===== config.mk =====
export PLATFORM = sky130hd
export DESIGN_NAME = multi_delay_timer_flat
export DESIGN_NICKNAME = d
export VERILOG_FILES = /design/src/rtl/delay_pkg.sv /design/src/rtl/multi_delay_timer_if.sv /design/src/rtl/delay_channel.sv /design/src/rtl/multi_delay_timer.sv /design/src/flat_wrapper.sv
export SDC_FILE = /design/constraint.sdc
export NUM_CORES = 1
export LEC_CHECK = 0
export CAP_MARGIN = 20
export CELL_PAD_IN_SITES_DETAIL_PLACEMENT = 1
export CELL_PAD_IN_SITES_GLOBAL_PLACEMENT = 2
export CORE_MARGIN = 2
export CORE_UTILIZATION = 33
export DETAILED_ROUTE_END_ITERATION = 12
export GPL_ROUTABILITY_DRIVEN = 0
export GPL_TIMING_DRIVEN = 1
export PLACE_DENSITY = 0.78
export SLEW_MARGIN = 20
export SYNTH_ARGS = -nofsm -noshare
export SYNTH_HDL_FRONTEND = slang
export SYNTH_SLANG_ARGS = --single-unit

===== constraint.sdc =====
create_clock -name clk -period 2.1 [get_ports clk]
set_clock_uncertainty 0.1 [all_clocks]
set_input_delay 0.42 -clock clk [delete_from_list [all_inputs] [get_ports clk]]
set_output_delay 0.42 -clock clk [all_outputs]
set_load 0.01 [all_outputs]

===== src/rtl/delay_pkg.sv =====
// Shared types and default sizing for the multi-channel delay timer.
package delay_pkg;

  localparam int unsigned CBITS     = 15;
  localparam int unsigned DEFAULT_N = 17500;

  typedef enum logic {
    MODE_PERIODIC = 1'b0,
    MODE_ONESHOT  = 1'b1
  } mode_e;

  typedef enum logic {
    ST_IDLE = 1'b0,
    ST_RUN  = 1'b1
  } state_e;

endpackage


===== src/rtl/multi_delay_timer_if.sv =====
// Configuration write channel: valid/ready handshake carrying channel, period and mode.
interface multi_delay_timer_if #(
  parameter int unsigned NCH   = 4,
  parameter int unsigned CBITS = 15
) ();
  import delay_pkg::*;

  localparam int unsigned CHW = (NCH > 1) ? $clog2(NCH) : 1;

  logic             cfg_valid;
  logic             cfg_ready;
  logic [CHW-1:0]   cfg_ch;
  logic [CBITS-1:0] cfg_period;
  mode_e            cfg_mode;

  modport master (
    output cfg_valid, cfg_ch, cfg_period, cfg_mode,
    input  cfg_ready
  );

  modport slave (
    input  cfg_valid, cfg_ch, cfg_period, cfg_mode,
    output cfg_ready
  );

endinterface


===== src/rtl/delay_channel.sv =====
// One timer channel: counter, IDLE/RUN state machine, period/mode storage and sticky invariant flag.
module delay_channel #(
  parameter int unsigned CBITS     = 15,
  parameter int unsigned DEFAULT_N = 17500
) (
  input  logic               clk,
  input  logic               rst,
  input  logic               cfg_we_i,
  input  logic [CBITS-1:0]   cfg_period_i,
  input  delay_pkg::mode_e   cfg_mode_i,
  input  logic               start_i,
  input  logic               stop_i,
  output logic               sig_o,
  output logic               busy_o,
  output logic               err_o,
  output logic [CBITS-1:0]   period_o
);
  import delay_pkg::*;

  state_e           state_q;
  mode_e            mode_q;
  logic [CBITS-1:0] cnt_q;
  logic [CBITS-1:0] period_q;
  logic             sig_q;
  logic             err_q;

  // Priority in RUN: stop, then retrigger, then expiry, then count.
  always_ff @(posedge clk) begin
    if (rst) begin
      state_q  <= ST_IDLE;
      mode_q   <= MODE_PERIODIC;
      cnt_q    <= '0;
      period_q <= CBITS'(DEFAULT_N);
      sig_q    <= 1'b0;
      err_q    <= 1'b0;
    end else begin
      sig_q <= 1'b0;
      if (cfg_we_i) begin
        period_q <= cfg_period_i;
        mode_q   <= cfg_mode_i;
      end
      if ((state_q == ST_RUN) && (cnt_q > period_q)) begin
        err_q <= 1'b1;
      end
      case (state_q)
        ST_IDLE: begin
          if (start_i && !stop_i) begin
            state_q <= ST_RUN;
            cnt_q   <= '0;
          end
        end
        ST_RUN: begin
          if (stop_i) begin
            state_q <= ST_IDLE;
          end else if (start_i) begin
            cnt_q <= '0;
          end else if (cnt_q == period_q) begin
            sig_q <= 1'b1;
            cnt_q <= '0;
            if (mode_q == MODE_ONESHOT) begin
              state_q <= ST_IDLE;
            end
          end else begin
            cnt_q <= cnt_q + CBITS'(1);
          end
        end
        default: state_q <= ST_IDLE;
      endcase
    end
  end

  assign sig_o    = sig_q;
  assign busy_o   = (state_q == ST_RUN);
  assign err_o    = err_q;
  assign period_o = period_q;

endmodule


===== src/rtl/multi_delay_timer.sv =====
// Multi-channel programmable delay timer: config decode, ready mux and per-channel instances.
module multi_delay_timer #(
  parameter int unsigned NCH       = 4,
  parameter int unsigned CBITS     = 15,
  parameter int unsigned DEFAULT_N = 17500
) (
  input  logic                 clk,
  input  logic                 rst,
  multi_delay_timer_if.slave   cfg,
  input  logic [NCH-1:0]       start_i,
  input  logic [NCH-1:0]       stop_i,
  output logic [NCH-1:0]       sig_o,
  output logic [NCH-1:0]       busy_o,
  output logic [NCH-1:0]       err_o
);
  import delay_pkg::*;

  localparam int unsigned GW = CBITS + 1;

  logic [CBITS-1:0] period_w [NCH];

  // Ready reflects the registered busy of the addressed channel; unmapped channels always accept.
  always_comb begin
    cfg.cfg_ready = 1'b1;
    for (int i = 0; i < NCH; i++) begin
      if (32'(cfg.cfg_ch) == 32'(i)) begin
        cfg.cfg_ready = !busy_o[i];
      end
    end
  end

  for (genvar i = 0; i < NCH; i++) begin : g_ch
    logic          cfg_we;
    logic [GW-1:0] gap_q;
    logic          armed_q;
    logic          sig_prev_q;

    assign cfg_we = cfg.cfg_valid && cfg.cfg_ready && (32'(cfg.cfg_ch) == 32'(i));

    delay_channel #(
      .CBITS     (CBITS),
      .DEFAULT_N (DEFAULT_N)
    ) u_ch (
      .clk          (clk),
      .rst          (rst),
      .cfg_we_i     (cfg_we),
      .cfg_period_i (cfg.cfg_period),
      .cfg_mode_i   (cfg.cfg_mode),
      .start_i      (start_i[i]),
      .stop_i       (stop_i[i]),
      .sig_o        (sig_o[i]),
      .busy_o       (busy_o[i]),
      .err_o        (err_o[i]),
      .period_o     (period_w[i])
    );

    // Invariant checks: err stays low, pulses are single-cycle unless P=0, undisturbed periodic spacing is P+1.
    always_ff @(posedge clk) begin
      if (rst) begin
        gap_q      <= '0;
        armed_q    <= 1'b0;
        sig_prev_q <= 1'b0;
      end else begin
        assert (!err_o[i]);
        assert (!(sig_o[i] && sig_prev_q) || (period_w[i] == '0));
        if (sig_o[i]) begin
          assert (!armed_q || (gap_q == {1'b0, period_w[i]}));
        end
        sig_prev_q <= sig_o[i];
        if (start_i[i] || stop_i[i]) begin
          armed_q <= 1'b0;
        end else if (sig_o[i]) begin
          armed_q <= busy_o[i];
        end
        gap_q <= sig_o[i] ? '0 : gap_q + GW'(1);
      end
    end
  end

endmodule


===== src/flat_wrapper.sv =====
// flat-port wrapper written by rule: the top's interface ports become plain ports
module multi_delay_timer_flat import delay_pkg::*;
#(
  parameter int unsigned NCH       = 4,
  parameter int unsigned CBITS     = 15,
  parameter int unsigned DEFAULT_N = 17500
)
  (clk, rst, start_i, stop_i, sig_o, busy_o, err_o, cfg_cfg_valid, cfg_cfg_ch, cfg_cfg_period, cfg_cfg_mode, cfg_cfg_ready);
  multi_delay_timer_if #(.NCH(NCH), .CBITS(CBITS)) cfg_i ();
  input  logic clk;
  input  logic rst;
  input  logic [NCH-1:0] start_i;
  input  logic [NCH-1:0] stop_i;
  output logic [NCH-1:0] sig_o;
  output logic [NCH-1:0] busy_o;
  output logic [NCH-1:0] err_o;
  input wire logic [$bits(cfg_i.cfg_valid)-1:0] cfg_cfg_valid;
  input wire logic [$bits(cfg_i.cfg_ch)-1:0] cfg_cfg_ch;
  input wire logic [$bits(cfg_i.cfg_period)-1:0] cfg_cfg_period;
  input wire logic [$bits(cfg_i.cfg_mode)-1:0] cfg_cfg_mode;
  output wire logic [$bits(cfg_i.cfg_ready)-1:0] cfg_cfg_ready;
  assign cfg_i.cfg_valid = cfg_cfg_valid;
  assign cfg_i.cfg_ch = cfg_cfg_ch;
  assign cfg_i.cfg_period = cfg_cfg_period;
  assign cfg_i.cfg_mode = cfg_cfg_mode;
  assign cfg_cfg_ready = cfg_i.cfg_ready;
  multi_delay_timer #(.NCH(NCH), .CBITS(CBITS), .DEFAULT_N(DEFAULT_N)) u_core (.clk(clk), .rst(rst), .cfg(cfg_i), .start_i(start_i), .stop_i(stop_i), .sig_o(sig_o), .busy_o(busy_o), .err_o(err_o));
endmodule

==> results of run 1 <==
## how the worst min path moves through the flow
stage	start	end	slack (ns)	cells after the start
2_1_floorplan	u_core.g_ch[0].u_ch.period_o[11]$_SDFFE_PP0P_	u_core.g_ch[0].u_ch.period_o[11]$_SDFFE_PP0P_	0.34	2
3_3_place_gp	u_core.g_ch[2].u_ch.period_o[13]$_SDFFE_PP0P_	u_core.g_ch[2].u_ch.period_o[13]$_SDFFE_PP0P_	0.34	2
3_5_place_dp	u_core.g_ch[0].u_ch.period_o[5]$_SDFFE_PP0P_	u_core.g_ch[0].u_ch.period_o[5]$_SDFFE_PP0P_	0.35	2
4_1_cts	rst	u_core.g_ch[2].u_ch.period_o[13]$_SDFFE_PP0P_	0.27	2
5_1_grt	rst	u_core.g_ch[0].u_ch.period_o[0]$_SDFFE_PP0P_	0.31	2
6_report	rst	u_core.g_ch[0].u_ch.period_o[5]$_SDFFE_PP0P_	0.29	2
## cell type report
| cell class | count | area [um2] |
|---|---|---|
| clock inverters | 8 | 71.3 |
| repair buffers | 125 | 1110 |
| multi-input cells | 618 | 3870 |
| well taps | 275 | 344 |
| fillers | 2560 | 12100 |
| clock buffers | 23 | 488 |
| inverters | 69 | 259 |
| flip-flops and latches | 136 | 2730 |
## flip-flops by register name, summed over array words and instances (netlist names)
signal	cells
u_core.g_ch.u_ch.mode_q	4
u_core.g_ch.u_ch.busy_o	4
u_core.g_ch.u_ch.cnt_q	60
u_core.g_ch.u_ch.sig_o	4
u_core.g_ch.u_ch.err_o	4
u_core.g_ch.u_ch.period_o	60
## power by group
part | switching [uW] | total, uW | leakage [uW] | internal (uW)
Sequential | 26.9 | 2660 | 0.00110 | 2640
Combinational | 294 | 521 | 0.00223 | 227
Clock | 1120 | 2860 | 0.000279 | 1740
## kinds of logic after synthesis
kind of cell    synth area share [%]
buf+inv                         6.63
fa+ha+maj                       11.4
xor+xnor                        5.62
compound gates                  13.0
flops                           38.8
mux                            0.606
simple gates                    24.0
## per-stage QoR
| step | setup TNS (ns) | worst slack, ns | utilization (%) | hold slack, ns | std cells |
|---|---|---|---|---|---|
| after global routing | 0 | 0.00998 | 42.3 | 0.314 | 1254 |
| after floorplan | 0 | 0.0953 | - | 0.336 | 864 |
| after global placement | -4.20 | -0.568 | 39.6 | 0.342 | 1223 |
| final | 0 | 0.0732 | 42.3 | 0.294 | 1254 |
| after detailed placement | -5.03 | -0.582 | 39.6 | 0.351 | 1223 |
| after CTS | -0.0230 | -0.0230 | 42.3 | 0.271 | 1254 |
## Yosys cell counts (all sizes together) (8+ instances only)
cell type	number
inv	69
buf	15
dfxtp	136
nand2	137
a21oi	66
xnor2	25
a211oi	11
nor2	99
a211o	19
nand3b	9
ha	64
xor2	20
nor3	22
and3	12
clkbuf	26
nand4	24
nor4	8
nand3	25
o21ai	13
## routing by layer
metal	part of all wire [%]	vias to the layer above
met5	0	-
met4	1.8	0
met2	48	64
met3	2.5	25
li1	-	3143
met1	47	2982
## critical path: stages (launching register included)
cell             delay [ns]
dfxtp_1                0.35
buf_4                  0.18
clkdlybuf4s50_1        0.55
## what timing repair did
item / CTS / global route
resized for setup: 9 / 4
pin swaps: 0 / 1
setup endpoints to repair: 4 / 11
==> impl_metrics.yaml, run 1 <==
status:
  status: "completed"
grt:
  grtUsageMet2_pct: 31.8
  grt_pass1_wl_um: 32400
  top_usage_layer: "met2"
  grtUsageMet1_pct: 23.3
  grt_pass1_vias: 6474
  grt_overflow: 0
  grt_max_degree: 33
  antenna_found_initial: 0
  track_usage_pct: 18.5
  met3_usage_pct: 3.75
power_and_ir_drop:
  p_per_area_nw_per_um2: 682
  ir_drop_mv: 0.393
  finalPower_uw: 6050
  leakage_uw: 0.00361
logic_synthesis:
  synth_area_um2: 7020
  synthTopCellsByArea: "dfxtp_1 39%, ha_1 11%, nand2_1 7.3%"
  synth_top_area_share_pct: 38.8
  postSynth.asyncResetShare_pct: 0
  synth.avg_cell_area_um2: 8.12
  yosysUniqueCellTypes: 52
  synth_seq_cells: 136
  synth_flop_cell: "dfxtp_1"
  synthCells: 864
  ys_seq_area_share_pct: 38.8
  synth_edf_count: 0
  syn_nets: 957
  yosys_warnings: 0
  yosys.area.top_type: "dfxtp_1"
layout:
  n_antenna_cell: 0
  finalInstanceArea_um2: 8870
  final_cell_mix: "137 x nand2_1, 134 x dfxtp_1, 98 x nor2_1"
  syn2layout_area_growth_pct: 26.3
  final_common_cell: "nand2_1"
  layout-drive-gt1-share_pct: 13.5
  fin_nets: 1060
clock_tree:
  clockRootBuffer: "clkbuf_16"
  clock_sinks: 136
  clk_pin_slew_ns: 0.06
  clockBufferDepth: 2
  cts_hold_buf: 0
  cts_tree: "built"
  cts_buffers: 17
  postCtsSetupBuffers: 0
  cts_htree_levels: 4
  clock_latency_ns: 0.42
place:
  io_buffers: 41
  hpwl_um: 15100
  dpl_cell_area_um2: 8290
routing:
  antenna_left: 0
  wirelength_um: 19800
  drcViolationCount: 0
  dr.pass1.iters: 5
  via_per_inst: 4.96
  initialDrtViolationCount: 263
  wl_per_cell_um: 15.8
  num_vias: 6214
sta:
  hold_viol: 0
  finalSetupViolations: 0
  finalCritPeriodShare_pct: 96.5
  rsz0062_at_grt: "no"
  timing.final.max_slew_violations: 0
  relSlewSlack_pct: 60.4
  tightest_slew_ns: 0.585
  clock.fmax_mhz: 493
  period_needed_ns: 2.03
die:
  initial_utilization_pct: 33.5
  io_pins: 42
  die-area_um2: 22500
  die_height_um: 150
  core_area_um2: 21000
  die_w_um: 150
  row_count: 53
worst_setup_path:
  arrival_ns: 1.51
  critPathKind: "flip-flop to output port"
  critPathCaptureType: "output port"
  ff2ff_setup_slack_ns: 0.12
  crit_fanout: 9
  worstPathRequired_ns: 1.58
  endpoint: "busy_o[1]"
  r2r_end: "u_core.g_ch[0].u_ch.cnt_q[11]$_SDFFE_PP0P_"
  startpoint: "u_core.g_ch[1].u_ch.busy_o$_SDFF_PP0_"
  r2r_start: "u_core.g_ch[0].u_ch.period_o[9]$_SDFFE_PP0P_"
  r2r_cells: 8
  critPathLaunchType: "flip-flop"
job:
  maxCapViolCount: 0
hold_path:
  hold_class: "input pin to flip-flop"
(Power assumes the default switching activity.)
==> inputs of run 2 (changes only) <==
- CORE_ASPECT_RATIO: unset -> 1.5
==> run 2 against run 1 <==
  * Global-route usage grew 0.59 points
  * Clock power up 7%
  * Flip-flop and latch count did not move
  * Fmax is 0.64% lower
  * Non-clock buffer count fell by 6
  * Register-to-register slack got worse by 0.05 ns
  * Final cell count decreased by 0.96%
  * Core utilization shrank 0.091 points
  * Via count rose by 0.24%
  * Sequential share of layout area about the same
  * First-iteration DRC count shrank 19%
  * Critical path type unchanged
==> impl_metrics.yaml, run 2 (synthesis gave the netlist of run 1 again) <==
status:
  status: "completed"
power_and_ir_drop:
  ir_drop_mv: 0.504
  finalPower_uw: 6230
  leakage_uw: 0.00358
  p_per_area_nw_per_um2: 704
layout:
  n_antenna_cell: 0
  multi_input_area_um2: 3910
  final_common_cell: "nand2_1"
  regArea_um2: 2730
  final_cell_mix: "137 x nand2_1, 135 x dfxtp_1, 98 x nor2_1"
  syn2layout_area_growth_pct: 26.2
  fin_nets: 1054
  nFillCells: 2539
  layout-drive-gt1-share_pct: 13.4
place:
  hpwl_um: 15200
  place_ws_ns: -0.564
  io_buffers: 41
sta:
  timing.final.max_slew_violations: 0
  finalWorstSetupSlack_ns: 0.0602
  finalSetupViolations: 0
  hold_viol: 0
  tightest_slew_ns: 0.454
  relSlewSlack_pct: 69.3
  clock.fmax_mhz: 490
  finalCritPeriodShare_pct: 97.1
  period_needed_ns: 2.04
  rsz0062_at_grt: "yes"
worst_setup_path:
  critical_path_depth: 2
  worstPathRequired_ns: 1.58
  slowest_stage: "clkdlybuf4s50_1"
  arrival_ns: 1.52
  r2r_cells: 7
  slowest_delay_ns: 0.55
  critPathCaptureType: "output port"
  critPathLaunchType: "flip-flop"
  critPathKind: "flip-flop to output port"
  critPathTopFamily: "buffers and inverters"
  crit_fanout: 9
  path_cells: "buf_4 -> clkdlybuf4s50_1"
  critPathBufInv: 2
clock_tree:
  clk_pin_slew_ns: 0.06
  cts_htree_levels: 4
  clock_latency_ns: 0.43
  clock_sinks: 136
  cts_hold_buf: 0
  clockBufferDepth: 2
  clockRootBuffer: "clkbuf_16"
  cts_buffers: 17
  cts_tree: "built"
routing:
  wl_met1_um: 8390
  initialDrtViolationCount: 214
  met2_length_um: 10800
  wl_per_cell_um: 16.2
  drcViolationCount: 0
  wl_met3_um: 458
  num_vias: 6229
  dr.pass1.iters: 4
  via_per_inst: 5.02
  top_layer: "met4"
  wirelength_um: 20100
  antenna_left: 0
grt:
  antenna_found_initial: 0
  grt_pass1_vias: 6543
  track_usage_pct: 19.1
  grt_pass1_wl_um: 32800
  grt_overflow: 0
  grt_max_degree: 46
job:
  maxCapViolCount: 0
die:
  core_area_um2: 21000
  initial_utilization_pct: 33.5
  row_count: 65
  die_w_um: 123
  die-area_um2: 22500
  io_pins: 42
  die_height_um: 183
hold_path:
  holdPathStages: 2
  hold_class: "input pin to flip-flop"
## run 2: cell types whose count changed in the layout (fill, tap and decap cells not counted), moves of 2 or more
cell	delta
nor4_1	-2
buf_4	-4
clkinv_2	-2
clkinvlp_4	+4
buf_12	-3
dfxtp_2	-2
clkbuf_1	-2
## run 2: cell type report
cell class | count | area share, %
tap | 268 | 3.79
inverter | 69 | 2.92
sequential | 136 | 30.8
timing repair buffer | 119 | 11.6
clock buffer | 21 | 5.42
multi-input combinational | 618 | 44.1
clock inverter | 11 | 1.37
## run 2: worst register-to-register path, cell delays in order, from the launching register on
cell and delay, ns:
dfxtp_1 0.43, ha_1 0.29, nand4_1 0.18, nor4_2 0.06, buf_4 0.14, nor4_2 0.31, or3b_1 0.39, nand3_1 0.08
## run 2: final timing paths
path	start	to	slack, ns
hold / removal	rst	u_core.g_ch[3].u_ch.err_o$_SDFFE_PP0P_	0.24
hold reg to reg	u_core.g_ch[2].u_ch.period_o[7]$_SDFFE_PP0P_	u_core.g_ch[2].u_ch.period_o[7]$_SDFFE_PP0P_	0.35
setup reg to reg	u_core.g_ch[0].u_ch.cnt_q[12]$_SDFFE_PP0P_	u_core.g_ch[0].u_ch.cnt_q[13]$_SDFFE_PP0P_	0.07
setup / recovery	u_core.g_ch[3].u_ch.busy_o$_SDFF_PP0_	busy_o[3]	0.06
## run 2: per-layer routing
| metal | GRT usage (%) | up-vias |
|---|---|---|
| met3 | 3.78 | 32 |
| met5 | 0 | - |
| met2 | 35.4 | 66 |
| li1 | - | 3137 |
| met1 | 21.4 | 2994 |
| met4 | 6.59 | 0 |
## run 2: repair_timing
action	4_1_cts	5_1_grt
resized for setup	11	8
pin swaps	1	3
hold endpoints to repair	0	0
setup endpoints to repair	29	32
setup buffers	0	0
## run 2: metrics by stage
step                      hold WS, ns  setup TNS, ns  util, %  area, um2  instances
after floorplan                 0.336              0        -       7020        864
after global placement          0.343          -5.27     39.1       8200       1210
after detailed placement        0.347          -6.04     39.1       8200       1210
after CTS                       0.241        -0.0120     42.1       8830       1242
after global routing            0.258         -0.441     42.2       8860       1242
final                           0.243              0     42.2       8860       1242
## run 2: power breakdown
part | leakage, uW | total, uW | internal (uW) | switching (uW)
logic | 0.00220 | 516 | 221 | 295
clock network | 0.000283 | 3050 | 1870 | 1190
registers | 0.00110 | 2660 | 2640 | 26.8
total | 0.00358 | 6230 | 4720 | 1510
